===== src/rtl/hazard_pkg.sv =====
// hazard_pkg
//   Shared types and constants for the pipeline hazard controller.
//   - NREG_BITS / PC_REG : register tag width and program-counter tag
//   - tag_t              : register tag
//   - fwd_sel_e          : E-stage operand mux select encoding
//   - stage_tag_t        : per-stage destination/control shadow record
//   - tagHit()           : "this stage will write the register I read"

package hazard_pkg;

    localparam int NREG_BITS = 4;
    localparam int PC_REG    = 15;

    typedef logic [NREG_BITS-1:0] tag_t;

    localparam tag_t PC_TAG = tag_t'(PC_REG);

    typedef enum logic [1:0] {
        FWD_RF = 2'b00,
        FWD_W  = 2'b01,
        FWD_M  = 2'b10
    } fwd_sel_e;

    typedef struct packed {
        tag_t rd;
        logic regwrite;
        logic memtoreg;
        logic pcs;
    } stage_tag_t;

    // A write to the PC is a control transfer, never a data result, so it
    // must never count as a producer for forwarding or RAW detection.
    function automatic logic tagHit(tag_t src, stage_tag_t st);
        return st.regwrite && (st.rd != PC_TAG) && (st.rd == src);
    endfunction

endpackage


===== src/rtl/hazard_fwd_sel.sv =====
// hazard_fwd_sel
//   Forward select for a single E-stage source operand.
//   Ports:
//     srcTag  : E-stage source register tag
//     useSrc  : E instruction actually reads srcTag
//     stageM  : M-stage shadow record
//     stageW  : W-stage shadow record
//     fwdSel  : FWD_M / FWD_W / FWD_RF

module hazard_fwd_sel
    import hazard_pkg::*;
(
    input  tag_t       srcTag,
    input  logic       useSrc,
    input  stage_tag_t stageM,
    input  stage_tag_t stageW,
    output fwd_sel_e   fwdSel
);

    logic unusedFields;

    assign unusedFields = ^{stageM.memtoreg, stageM.pcs, stageW.memtoreg, stageW.pcs};

    // The younger producer (M) wins when both M and W write the same register.
    always_comb begin
        fwdSel = FWD_RF;
        if (useSrc && tagHit(srcTag, stageM)) begin
            fwdSel = FWD_M;
        end else if (useSrc && tagHit(srcTag, stageW)) begin
            fwdSel = FWD_W;
        end
    end

endmodule


===== src/rtl/hazard_ctrl.sv =====
// hazard_ctrl
//   Hazard and forwarding controller for the 5-stage pipelined ARM core.
//   Tracks a shadow pipeline of E/M/W destination and source tags and
//   produces operand forward selects, fetch/decode stalls and D/E flushes.
//
//   Build option HAZARD_FWD_EN:
//     defined   : M/W results are forwarded to E; only load-use stalls.
//     undefined : forwardAE/forwardBE stay 00; any D source produced by
//                 E or M stalls until the producer reaches W.
//
//   Ports:
//     clk, reset           : core clock, synchronous active-high reset
//     RA1D, RA2D           : D-stage source tags
//     UseA1D, UseA2D       : D instruction reads RA1D / RA2D
//     RdD, RegWriteD       : D-stage destination tag and write enable
//     MemtoRegD            : D instruction is a load
//     PCSrcD               : D instruction writes the PC
//     BranchTakenE         : E-stage branch resolved taken
//     forwardAE, forwardBE : 00 register file, 01 ResultW, 10 ALUResultM
//     StallF, StallD       : hold PC / hold F-D register
//     FlushD, FlushE       : clear F-D / D-E register

module hazard_ctrl
    import hazard_pkg::*;
(
    input  logic                 clk,
    input  logic                 reset,
    input  logic [NREG_BITS-1:0] RA1D,
    input  logic [NREG_BITS-1:0] RA2D,
    input  logic                 UseA1D,
    input  logic                 UseA2D,
    input  logic [NREG_BITS-1:0] RdD,
    input  logic                 RegWriteD,
    input  logic                 MemtoRegD,
    input  logic                 PCSrcD,
    input  logic                 BranchTakenE,
    output logic [1:0]           forwardAE,
    output logic [1:0]           forwardBE,
    output logic                 StallF,
    output logic                 StallD,
    output logic                 FlushD,
    output logic                 FlushE
);

    stage_tag_t stageE;
    stage_tag_t stageM;
    stage_tag_t stageW;
    tag_t       ra1E;
    tag_t       ra2E;
    logic       useA1E;
    logic       useA2E;

    fwd_sel_e   fwdA;
    fwd_sel_e   fwdB;
    fwd_sel_e   fwdSelA;
    fwd_sel_e   fwdSelB;
    logic       hazStall;
    logic       pcWrPending;
    logic       flushEInt;
    logic       unusedBits;

    hazard_fwd_sel uFwdA (
        .srcTag (ra1E),
        .useSrc (useA1E),
        .stageM (stageM),
        .stageW (stageW),
        .fwdSel (fwdA)
    );

    hazard_fwd_sel uFwdB (
        .srcTag (ra2E),
        .useSrc (useA2E),
        .stageM (stageM),
        .stageW (stageW),
        .fwdSel (fwdB)
    );

`ifdef HAZARD_FWD_EN
    // Only a load in E cannot be forwarded in time for the D instruction.
    assign hazStall = stageE.memtoreg &&
                      ((UseA1D && tagHit(RA1D, stageE)) ||
                       (UseA2D && tagHit(RA2D, stageE)));
    assign fwdSelA    = fwdA;
    assign fwdSelB    = fwdB;
    assign unusedBits = stageW.memtoreg;
`else
    // Without forwarding, D waits until its producer has left M; the register
    // file writes on the falling edge, so a W producer is already visible.
    assign hazStall = (UseA1D && (tagHit(RA1D, stageE) || tagHit(RA1D, stageM))) ||
                      (UseA2D && (tagHit(RA2D, stageE) || tagHit(RA2D, stageM)));
    assign fwdSelA    = FWD_RF;
    assign fwdSelB    = FWD_RF;
    assign unusedBits = ^{stageW.memtoreg, fwdA, fwdB};
`endif

    assign pcWrPending = PCSrcD | stageE.pcs | stageM.pcs;
    assign flushEInt   = hazStall | BranchTakenE;

    // Control outputs; reset overrides everything so the pipe registers are
    // flushed and nothing is held while the core comes out of reset.
    always_comb begin
        forwardAE = fwdSelA;
        forwardBE = fwdSelB;
        StallD    = hazStall;
        StallF    = hazStall | pcWrPending;
        FlushE    = flushEInt;
        FlushD    = pcWrPending | stageW.pcs | BranchTakenE;
        if (reset) begin
            forwardAE = FWD_RF;
            forwardBE = FWD_RF;
            StallD    = 1'b0;
            StallF    = 1'b0;
            FlushE    = 1'b1;
            FlushD    = 1'b1;
        end
    end

    // Shadow pipeline. A stalled D instruction is not copied into E: E takes
    // a bubble instead, so a held PCSrcD is only counted once it really issues.
    always_ff @(posedge clk) begin
        if (reset) begin
            stageE <= '0;
            stageM <= '0;
            stageW <= '0;
            ra1E   <= '0;
            ra2E   <= '0;
            useA1E <= 1'b0;
            useA2E <= 1'b0;
        end else begin
            stageW <= stageM;
            stageM <= stageE;
            if (flushEInt) begin
                stageE <= '0;
                ra1E   <= '0;
                ra2E   <= '0;
                useA1E <= 1'b0;
                useA2E <= 1'b0;
            end else begin
                stageE <= '{rd: RdD, regwrite: RegWriteD, memtoreg: MemtoRegD, pcs: PCSrcD};
                ra1E   <= RA1D;
                ra2E   <= RA2D;
                useA1E <= UseA1D;
                useA2E <= UseA2D;
            end
        end
    end

endmodule


===== config.mk =====
export PLATFORM = sky130hd
export DESIGN_NAME = hazard_ctrl
export DESIGN_NICKNAME = d
export VERILOG_FILES = /design/src/rtl/hazard_pkg.sv /design/src/rtl/hazard_fwd_sel.sv /design/src/rtl/hazard_ctrl.sv
export SDC_FILE = /design/constraint.sdc
export NUM_CORES = 1
export LEC_CHECK = 0
export CORE_ASPECT_RATIO = 1.75
export CORE_MARGIN = 1
export CORE_UTILIZATION = 30
export CTS_CLUSTER_SIZE = 12
export DETAILED_ROUTE_END_ITERATION = 12
export GPL_TIMING_DRIVEN = 0
export MAX_ROUTING_LAYER = met4
export SLEW_MARGIN = 20
export SYNTH_ARGS = -nofsm -noshare
export SYNTH_HDL_FRONTEND = slang
export SYNTH_SLANG_ARGS = --single-unit
export TNS_END_PERCENT = 100

===== constraint.sdc =====
create_clock -name clk -period 2.2 [get_ports clk]
set_input_delay 0.33 -clock clk [delete_from_list [all_inputs] [get_ports clk]]
set_output_delay 0.33 -clock clk [all_outputs]
set_load 0.05 [all_outputs]

==> results of run 1 <==
[worst paths after layout]
kind	startpoint	end	slack, ps
setup / recovery	RA2D[1]	StallF	60
hold / removal	BranchTakenE	stageE[5]	450
setup reg to reg	stageE[5]	stageE[0]	640
hold reg to reg	stageE[2]	stageM[2]	470
[layer usage]
metal	vias to the layer above	wire, um
li1	284	-
met1	264	465
met2	23	913
met3	5	82
met4	0	31
met5	-	0
[sequential cells by signal, summed over array words and instances, names as in the netlist]
register,flops
stageE,6
stageM,6
stageW,1
[repair_timing]
action / CTS / global route
buffers inserted: 1 / 0
pin swaps: 4 / 10
gates resized for setup: 33 / 19
hold buffers: 0 / 0
endpoints found under the setup margin: 4 / 4
[cell type report]
type,instances,share of cell area
Inverter,1,0.003580
Tap cell,24,0.02864
Sequential cell,13,0.2601
Clock buffer,4,0.02506
Multi-Input combinational cell,52,0.4427
Buffer,6,0.03699
Timing Repair Buffer,22,0.2029
[synth_stat cells, drive strengths merged]
cell type / number / area share
nand4: 3 / 0.028
nor2b: 7 / 0.068
inv: 1 / 0.0055
conb: 1 / 0.0055
o211ai: 1 / 0.031
or3: 1 / 0.0092
a32oi: 1 / 0.024
nor4b: 6 / 0.077
buf: 4 / 0.044
a41oi: 1 / 0.013
xor2: 12 / 0.15
clkbuf: 2 / 0.011
nand2: 2 / 0.011
dfxtp: 13 / 0.38
and2: 1 / 0.013
a21oi: 1 / 0.0073
o211a: 1 / 0.015
nor2: 1 / 0.0055
nor3: 6 / 0.044
xnor2: 4 / 0.051
[power by group through the flow]
stage,Sequential [W],Clock (W),Combinational (W)
after floorplan,0.000254,0,0.0000713
after global placement,0.000256,0,0.000119
after detailed placement,0.000257,0,0.000120
after CTS,0.000251,0.000144,0.000122
after global routing,0.000251,0.000153,0.000140
final,0.000250,0.000139,0.000131
[through the flow]
stage / setup WS (ps) / utilization / hold slack (ps) / power, W / TNS, ps
floorplan: 13.29 / - / 401.6 / 0.0003253 / 0
global placement: -735.7 / 0.4398 / 452.4 / 0.0003753 / -2552
detailed placement: -779.4 / 0.4398 / 453.4 / 0.0003762 / -2675
CTS: -30.98 / 0.4628 / 445.1 / 0.0005178 / -30.98
global route: -19.77 / 0.4947 / 475.4 / 0.0005444 / -19.77
finish: 62.50 / 0.4947 / 448.0 / 0.0005199 / 0
[cell families (layout without fill, tap and decap cells)]
kind of cell	after synthesis	in the layout	share of synthesized area
DFF	13	13	0.3824
xor gates and xnor gates	16	16	0.2059
buffers and inverters	7	33	0.06066
and+or+nand+nor	27	27	0.2555
other	1	4	0.005509
AOI/OAI and AO/OA	5	5	0.09008
==> metrics.yaml, run 1 <==
setup_path:
  crit_path_max_incr_delay_ps: 280
  path_depth: 7
  cp_slowest_cell: "dlygate4sd2_1"
  cp-end-kind: "output port"
  crit_buf_inv: 2
  cp_cell_sequence: "dlygate4sd2_1, xor2_2, nor3_2, a32oi_4, o211a_1, a21oi_2, buf_6"
  required_ps: 1870
  cp.arrival_ps: 1810
  worst-setup-path-type: "in2out"
  critical-path-top-delay-family: "compound AO/OA/AOI/OAI gates"
  worst-r2r-cell-count: 6
  crit_fanout: 2
  critPathLaunchType: "primary input"
grt:
  grt_pass1_wl_mm: 2.373
  first_global_vias: 573
  grt_use_met3: 0.02055
  grtUsageMet1: 0.1140
  gr-total-overflow: 0
  use_met2: 0.2780
  antenna_found_initial: 0
  busiest_layer: "met2"
  grt_usage: 0.1405
  grt_max_degree: 11
pwr:
  switching_power_w: 0.0001470
  peakVddDrop_uv: 285.5
  p_leak_nw: 0.4155
  p_seq_frac: 0.482
  power.share.switching: 0.2828
  pwr-share-clk: 0.267
  power.internal_w: 0.0003729
  combPwrFrac: 0.251
  power_density_nw_per_um2: 495.9
clocking:
  cts_buffer_depth: 2
  cts_inserted_buffers: 3
  cts_htree_levels: 1
  cts_root_buffer: "clkbuf_4"
  clk_latency_ps: 270
  clk_transition_reported_paths_ps: 70
  cts_sinks: 13
  tritoncts: "yes"
floorplan:
  die_area_um2: 2471
  start_util: 0.3211
  rows: 22
  io_pins: 28
  design.core.area_um2: 2120
  fp.dieW_um: 38.01
  die_y_um: 65.01
final_layout:
  antenna_cells: 0
  drive_gt1_frac: 0.3061
  seq_area_um2: 272.8
  nFillCells: 211
  area_delta_synth_final_pct: 54.04
  multi_input_area_um2: 464.2
  post-route-cell-area_um2: 1049
  final_cell_mix: "clkdlybuf4s50_1, dfxtp_1, xor2_1, dlygate4sd2_1"
  layout.cells.non_filler: 122
  final_nets: 119
logic_synthesis:
  syn_area_um2: 680.7
  synth_warnings: 0
  syn-mean-instance-area_um2: 9.865
  yosysSeqAreaShare: 0.3824
  synth.lib_cells_used.distinct: 21
  ys_ff_latch: 13
  netlist_instances: 69
drt:
  via_per_inst: 4.721
  vias: 576
  routedWlPerCell_um: 12.23
  ant_nets: 0
  drtPass1Iterations: 2
  drt_iter0_markers: 2
  wl_mm: 1.492
  drcViolationCount: 0
sta:
  drv_slew: 0
  max_freq_mhz: 467.8
  min_period_ps: 2138
  setup_viol: 0
  rsz0062_at_grt: "yes"
  fin_skew_ps: 2.885
  hold_viol: 0
  period_share: 0.9716
job:
  drv_cap: 0
hold_path:
  min_path_type: "in2reg"
  hold_depth: 2
place:
  place_area_um2: 932.1
  hpwl_mm: 1.142
  gp_congestion: 0.7200
  placedCellCount: 117
  portBuffers: 21
run_status:
  status: "finished, final reports clean"
Note: power is estimated with default switching activity, not from simulation.
==> run 2, diff against run 1 <==
--- a/config.mk
+++ b/config.mk
@@ -5,7 +5,6 @@
 export SDC_FILE = /design/constraint.sdc
 export NUM_CORES = 1
 export LEC_CHECK = 0
-export CORE_ASPECT_RATIO = 1.75
 export CORE_MARGIN = 1
 export CORE_UTILIZATION = 30
 export CTS_CLUSTER_SIZE = 12
==> run 2 against run 1 <==
Combinational power shrank 5%; critical path depth is the same; setup slack gained 5.0 ps; wire length shrank 4.4%; utilization grew 0.47 points; flip-flop and latch count is the same; largest power group unchanged; highest routed layer unchanged.
==> metrics.yaml, run 2 (synthesis gave the netlist of run 1 again) <==
setup_path:
  required_ps: 1870  # about the same
  cp-end-kind: "output port"
  worst-setup-path-type: "in2out"
  cp_slowest_cell: "dlygate4sd2_1"
  reg2reg_slack_ps: 640  # about the same
  crit_path_max_incr_delay_ps: 280  # about the same
  worst-r2r-cell-count: 6  # unchanged
  critical-path-top-delay-family: "compound AO/OA/AOI/OAI gates"
  cp_cell_sequence: "dlygate4sd2_1, xor2_2, nor3_2, a32oi_4, o211a_1, a21oi_2, buf_6"
  crit_buf_inv: 2  # unchanged
  r2r_start: "stageE[4]"
  crit_fanout: 2  # unchanged
  regToRegEndpoint: "stageE[0]"
  cp.arrival_ps: 1800  # about the same
  critPathLaunchType: "primary input"
drt:
  ant_nets: 0  # unchanged
  wl_met2_um: 644  # -29%
  dr.max_layer_used: "met4"
  dr_wl_met3_um: 124  # +51%
  drcViolationCount: 0  # unchanged
  drt_iter0_markers: 11  # +9
  via_per_inst: 4.488  # -4.9%
  vias: 561  # -2.6%
  wl_mm: 1.426  # -4.4%
  wl_met1_um: 650  # +40%
  routedWlPerCell_um: 11.41  # -6.7%
  drtPass1Iterations: 4  # +2
final_layout:
  layout.cells.non_filler: 125  # +2.5%
  area_delta_synth_final_pct: 49.82
  biggestRegsByFlops: "stageE: 6 flops, stageM: 6 flops, stageW: 1 flops"
  drive_gt1_frac: 0.2755  # -0.03061
  nFillCells: 218  # +3.3%
  final_util: 0.4994  # +0.004700
  final_common_cell: "xor2_1"
  antenna_cells: 0  # unchanged
  final_nets: 119  # unchanged
  final_cell_mix: "xor2_1, clkdlybuf4s50_1, dfxtp_1"
pwr:
  power.share.switching: 0.2747  # -0.008130
  p_leak_nw: 0.4079  # -1.8%
  switching_power_w: 0.0001406  # -4.4%
  combPwrFrac: 0.244  # -0.007
  power.internal_w: 0.0003713  # -0.42%
  peakVddDrop_uv: 327.0  # +15%
  p_seq_frac: 0.487  # +0.005
  pwr-share-clk: 0.269  # +0.002
  power_density_nw_per_um2: 502.0  # +1.2%
grt:
  grt_pass1_wl_mm: 2.428  # +2.3%
  gr-total-overflow: 0  # unchanged
  grt_usage: 0.1338  # -0.006710
  first_global_vias: 576  # +0.52%
  antenna_found_initial: 0  # unchanged
  grt_max_degree: 11  # unchanged
hold_path:
  hold_depth: 2  # unchanged
  min_path_type: "in2reg"
  hold_start: "BranchTakenE"
  holdPathEnd: "stageE[4]"
sta:
  setup_viol: 0  # unchanged
  min_period_ps: 2133  # -4.958 ps
  rsz0062_at_grt: "yes"
  hold_viol: 0  # unchanged
  drv_slew: 0  # unchanged
  fin_skew_ps: 0.7170  # -2.168 ps
  period_share: 0.9693  # -0.002254
  max_freq_mhz: 468.9  # +0.23%
place:
  portBuffers: 21  # unchanged
  hpwl_mm: 1.040  # -9.0%
  gp_congestion: 0.7453  # +3.5%
  placedCellCount: 120  # +2.6%
floorplan:
  design.core.area_um2: 2042  # -3.7%
  die_area_um2: 2463  # -0.31%
  fp.dieW_um: 49.63  # +31%
  io_pins: 28  # unchanged
  start_util: 0.3333  # +0.01220
  rows: 16  # -27%
  die_y_um: 49.63  # -24%
clocking:
  clk_latency_ps: 260  # about the same
  cts_root_buffer: "clkbuf_4"
  clk_transition_reported_paths_ps: 70  # about the same
  tritoncts: "yes"
  cts_inserted_buffers: 3  # unchanged
  cts_htree_levels: 1  # unchanged
  cts_buffer_depth: 2  # unchanged
  cts_sinks: 13  # unchanged
run_status:
  status: "finished, final reports clean"
job:
  drv_cap: 0  # unchanged
## run 2: final cells by class
cell class                      count  area [um^2]  area share
Buffer                              6        38.79     0.03804
Sequential cell                    13        272.8      0.2675
Clock buffer                        4        26.28     0.02577
Inverter                            1        3.754    0.003681
Multi-Input combinational cell     52        435.4      0.4270
Timing Repair Buffer               22        209.0      0.2049
Tap cell                           27        33.78     0.03313
## run 2: worst max path at each step
stage,startpoint,to,slack [ps],cells after the start
6_report,RA2D[3],StallF,70,7
2_1_floorplan,stageE[4],StallF,10,5
3_5_place_dp,RA1D[3],StallF,-700,7
3_3_place_gp,RA1D[3],FlushE,-710,7
5_1_grt,stageE[6],StallF,-20,6
4_1_cts,stageE[5],FlushE,20,6
## run 2: power by group through the flow
stage	registers, W	clock network [W]	logic [W]
2_1_floorplan	0.000254	0	0.0000713
3_3_place_gp	0.000256	0	0.000119
6_report	0.000249	0.000138	0.000125
3_5_place_dp	0.000256	0	0.000119
4_1_cts	0.000251	0.000147	0.000121
5_1_grt	0.000251	0.000164	0.000134
## run 2: stage by stage
stage / hold slack, ps / cell area (um^2) / power (W) / setup TNS [ps] / setup WS (ps)
final: 460.2 / 1020 / 0.0005119 / 0 / 67.46
after global routing: 463.6 / 1020 / 0.0005493 / -18.78 / -18.67
after CTS: 445.3 / 984.7 / 0.0005191 / 0 / 23.61
after detailed placement: 453.0 / 935.9 / 0.0003751 / -2458 / -695.7
after global placement: 449.8 / 935.9 / 0.0003751 / -2533 / -708.3
after floorplan: 401.6 / 691.9 / 0.0003253 / 0 / 13.29
## run 2: worst register-to-register path: stages (launching register included)
cell and delay [ps]:
dfxtp_4 360, xor2_1 180, nor3_2 80, a32oi_4 280
o211ai_4 110, buf_4 170, nor4b_1 280
## run 2: repair_timing
item | CTS | global route
hold buffers | 0 | 0
buffers inserted | 1 | 0
endpoints found under the setup margin | 4 | 3
pin swaps | 5 | 7
resized for setup | 34 | 14
## run 2: metal layers
metal	global-route usage	vias up
met3	0.02778	2
li1	-	293
met2	0.2185	25
met1	0.1579	241
met4	0.05714	0
met5	-	-
==> run 3, diff against run 2 <==
--- a/config.mk
+++ b/config.mk
@@ -5,11 +5,11 @@
 export SDC_FILE = /design/constraint.sdc
 export NUM_CORES = 1
 export LEC_CHECK = 0
+export CORE_ASPECT_RATIO = 1.4
 export CORE_MARGIN = 1
 export CORE_UTILIZATION = 30
 export CTS_CLUSTER_SIZE = 12
 export DETAILED_ROUTE_END_ITERATION = 12
-export GPL_TIMING_DRIVEN = 0
 export MAX_ROUTING_LAYER = met4
 export SLEW_MARGIN = 20
 export SYNTH_ARGS = -nofsm -noshare
==> run 3 against run 2 <==
Clock power hardly changed; first-iteration DRC count is 100% lower; cell count fell by 4.8%; setup slack improved by 4.1 ps; critical path type is now reg2out; combinational power grew 4%; hold slack better by 6.8 ps; sequential share of layout area fell by 1.3 points; wire length fell by 5.7%.
==> metrics.yaml, run 3 (synthesis gave the netlist of run 1 again) <==
clocking:
  cts_buffer_depth: 2  # unchanged
  clk_latency_ps: 260  # about the same
  cts_root_buffer: "clkbuf_4"
  clk_transition_reported_paths_ps: 70  # about the same
  tritoncts: "yes"
  cts_setup_buffers: 0  # -1
  hold_buffers: 0  # unchanged
  cts_htree_levels: 1  # unchanged
  cts_sinks: 13  # unchanged
  cts_inserted_buffers: 3  # unchanged
pwr:
  power_density_nw_per_um2: 500.3  # -0.34%
  power_w: 0.0005208  # +1.7%
  p_leak_nw: 0.4162  # +2.0%
  peakVddDrop_uv: 309.0  # -5.5%
setup_path:
  critPathLaunchType: "flip-flop"
  cp-end-kind: "output port"
  cp.arrival_ps: 1800  # about the same
  crit_fanout: 4  # +2
  worst-setup-path-type: "reg2out"
  required_ps: 1870  # about the same
sta:
  max_freq_mhz: 469.8  # +0.19%
  setup_viol: 0  # unchanged
  min_period_ps: 2128  # -4.122 ps
  drv_slew: 0  # unchanged
  rsz0062_at_grt: "yes"
  setup_tns_ps: 0  # unchanged
  period_share: 0.9675  # -0.001873
  hold_viol: 0  # unchanged
  fin_skew_ps: 0.7746  # +0.05754 ps
floorplan:
  die_y_um: 58.36  # +18%
  start_util: 0.3163  # -0.01705
  design.core.area_um2: 2152  # +5.4%
  io_pins: 28  # unchanged
  die_area_um2: 2466  # +0.12%
  rows: 20  # +4
  fp.dieW_um: 42.26  # -15%
place:
  portBuffers: 22  # +4.8%
  gp_congestion: 0.7641  # +2.5%
  hpwl_mm: 1.078  # +3.7%
final_layout:
  final_common_cell: "xor2_1"
  final_cell_mix: "xor2_1, clkdlybuf4s50_1, dfxtp_1"
  final_nets: 118  # -0.84%
  biggestRegsByFlops: "stageE: 6 flops, stageM: 6 flops, stageW: 1 flops"
  drive_gt1_frac: 0.2680  # -0.007469
  area_delta_synth_final_pct: 52.94
  antenna_cells: 0  # unchanged
grt:
  grt_pass1_wl_mm: 2.346  # -3.4%
  grt_usage: 0.1280  # -0.005822
  antenna_found_initial: 0  # unchanged
  gr-total-overflow: 0  # unchanged
  first_global_vias: 602  # +4.5%
  grt_max_degree: 12  # +1
drt:
  drt_iter0_markers: 0  # -11
  wl_mm: 1.345  # -5.7%
  routedWlPerCell_um: 11.30  # -0.92%
  drcViolationCount: 0  # unchanged
  via_per_inst: 4.891  # +9.0%
  vias: 582  # +3.7%
  drtPass1Iterations: 1  # -3
  ant_nets: 0  # unchanged
run_status:
  status: "finished, final reports clean"
hold_path:
  min_path_type: "reg2reg"
job:
  drv_cap: 0  # unchanged
[run 3: changes by cell type in the layout (fill, tap and decap cells not counted), moves of 2 or more]
| cell | previous run | this run |
|---|---|---|
| dfxtp_2 | 1 | 4 |
| buf_12 | 0 | 4 |
| buf_6 | 2 | 0 |
| dfxtp_4 | 3 | 0 |
[run 3: worst max-delay path, stage by stage, from the launching register on]
cell	delay, ps
dfxtp_2	350
xor2_1	170
nor3_2	240
a32oi_4	160
o211a_1	270
a21oi_2	190
buf_12	160
[run 3: layout make-up]
type	instances	area (um^2)
fillers	217	1111
multi-input cells	52	430.4
repair buffers	27	287.8
flip-flops and latches	13	265.3
well taps	22	27.53
clock buffers	4	26.28
inverters	1	3.754
[run 3: what timing repair did]
item / in CTS / in global routing
pin swaps: 3 / 1
setup endpoints to repair: 3 / 3
gates resized for setup: 15 / 4
[run 3: report_power, final]
group	total [W]	internal (W)	switching, W
clock	0.000139	0.0000701	0.0000690
sequential	0.000252	0.000244	0.00000788
combinational	0.000130	0.0000649	0.0000653
total	0.000521	0.000379	0.000142
[run 3: stage by stage]
step,util,cell area (um^2),hold WS [ps],worst slack [ps],instances
after CTS,0.4808,1035,468.6,15.65,119
final,0.4837,1041,467.0,71.58,119
after floorplan,-,691.9,401.6,13.29,72
after global routing,0.4837,1041,476.2,-32.95,119
after detailed placement,0.4552,979.7,454.3,-180.7,115
after global placement,0.4552,979.7,450.7,-152.5,115
[run 3: worst paths after layout]
| path | startpoint | endpoint | slack (ps) | cells after the start |
|---|---|---|---|---|
| max | stageE[6] | StallF | 70 | 6 |
| min | stageE[2] | stageM[2] | 470 | 1 |
| max reg2reg | stageE[5] | stageE[6] | 650 | 6 |
| min reg2reg | stageE[2] | stageM[2] | 470 | 1 |
[run 3: layer usage]
metal | GRT usage | vias up | part of all wire
met2 | 0.2396 | 20 | 0.54
li1 | - | 291 | -
met5 | - | - | 0
met1 | 0.1252 | 269 | 0.39
met4 | 0.08036 | 0 | 0.0067
met3 | 0.009202 | 2 | 0.055
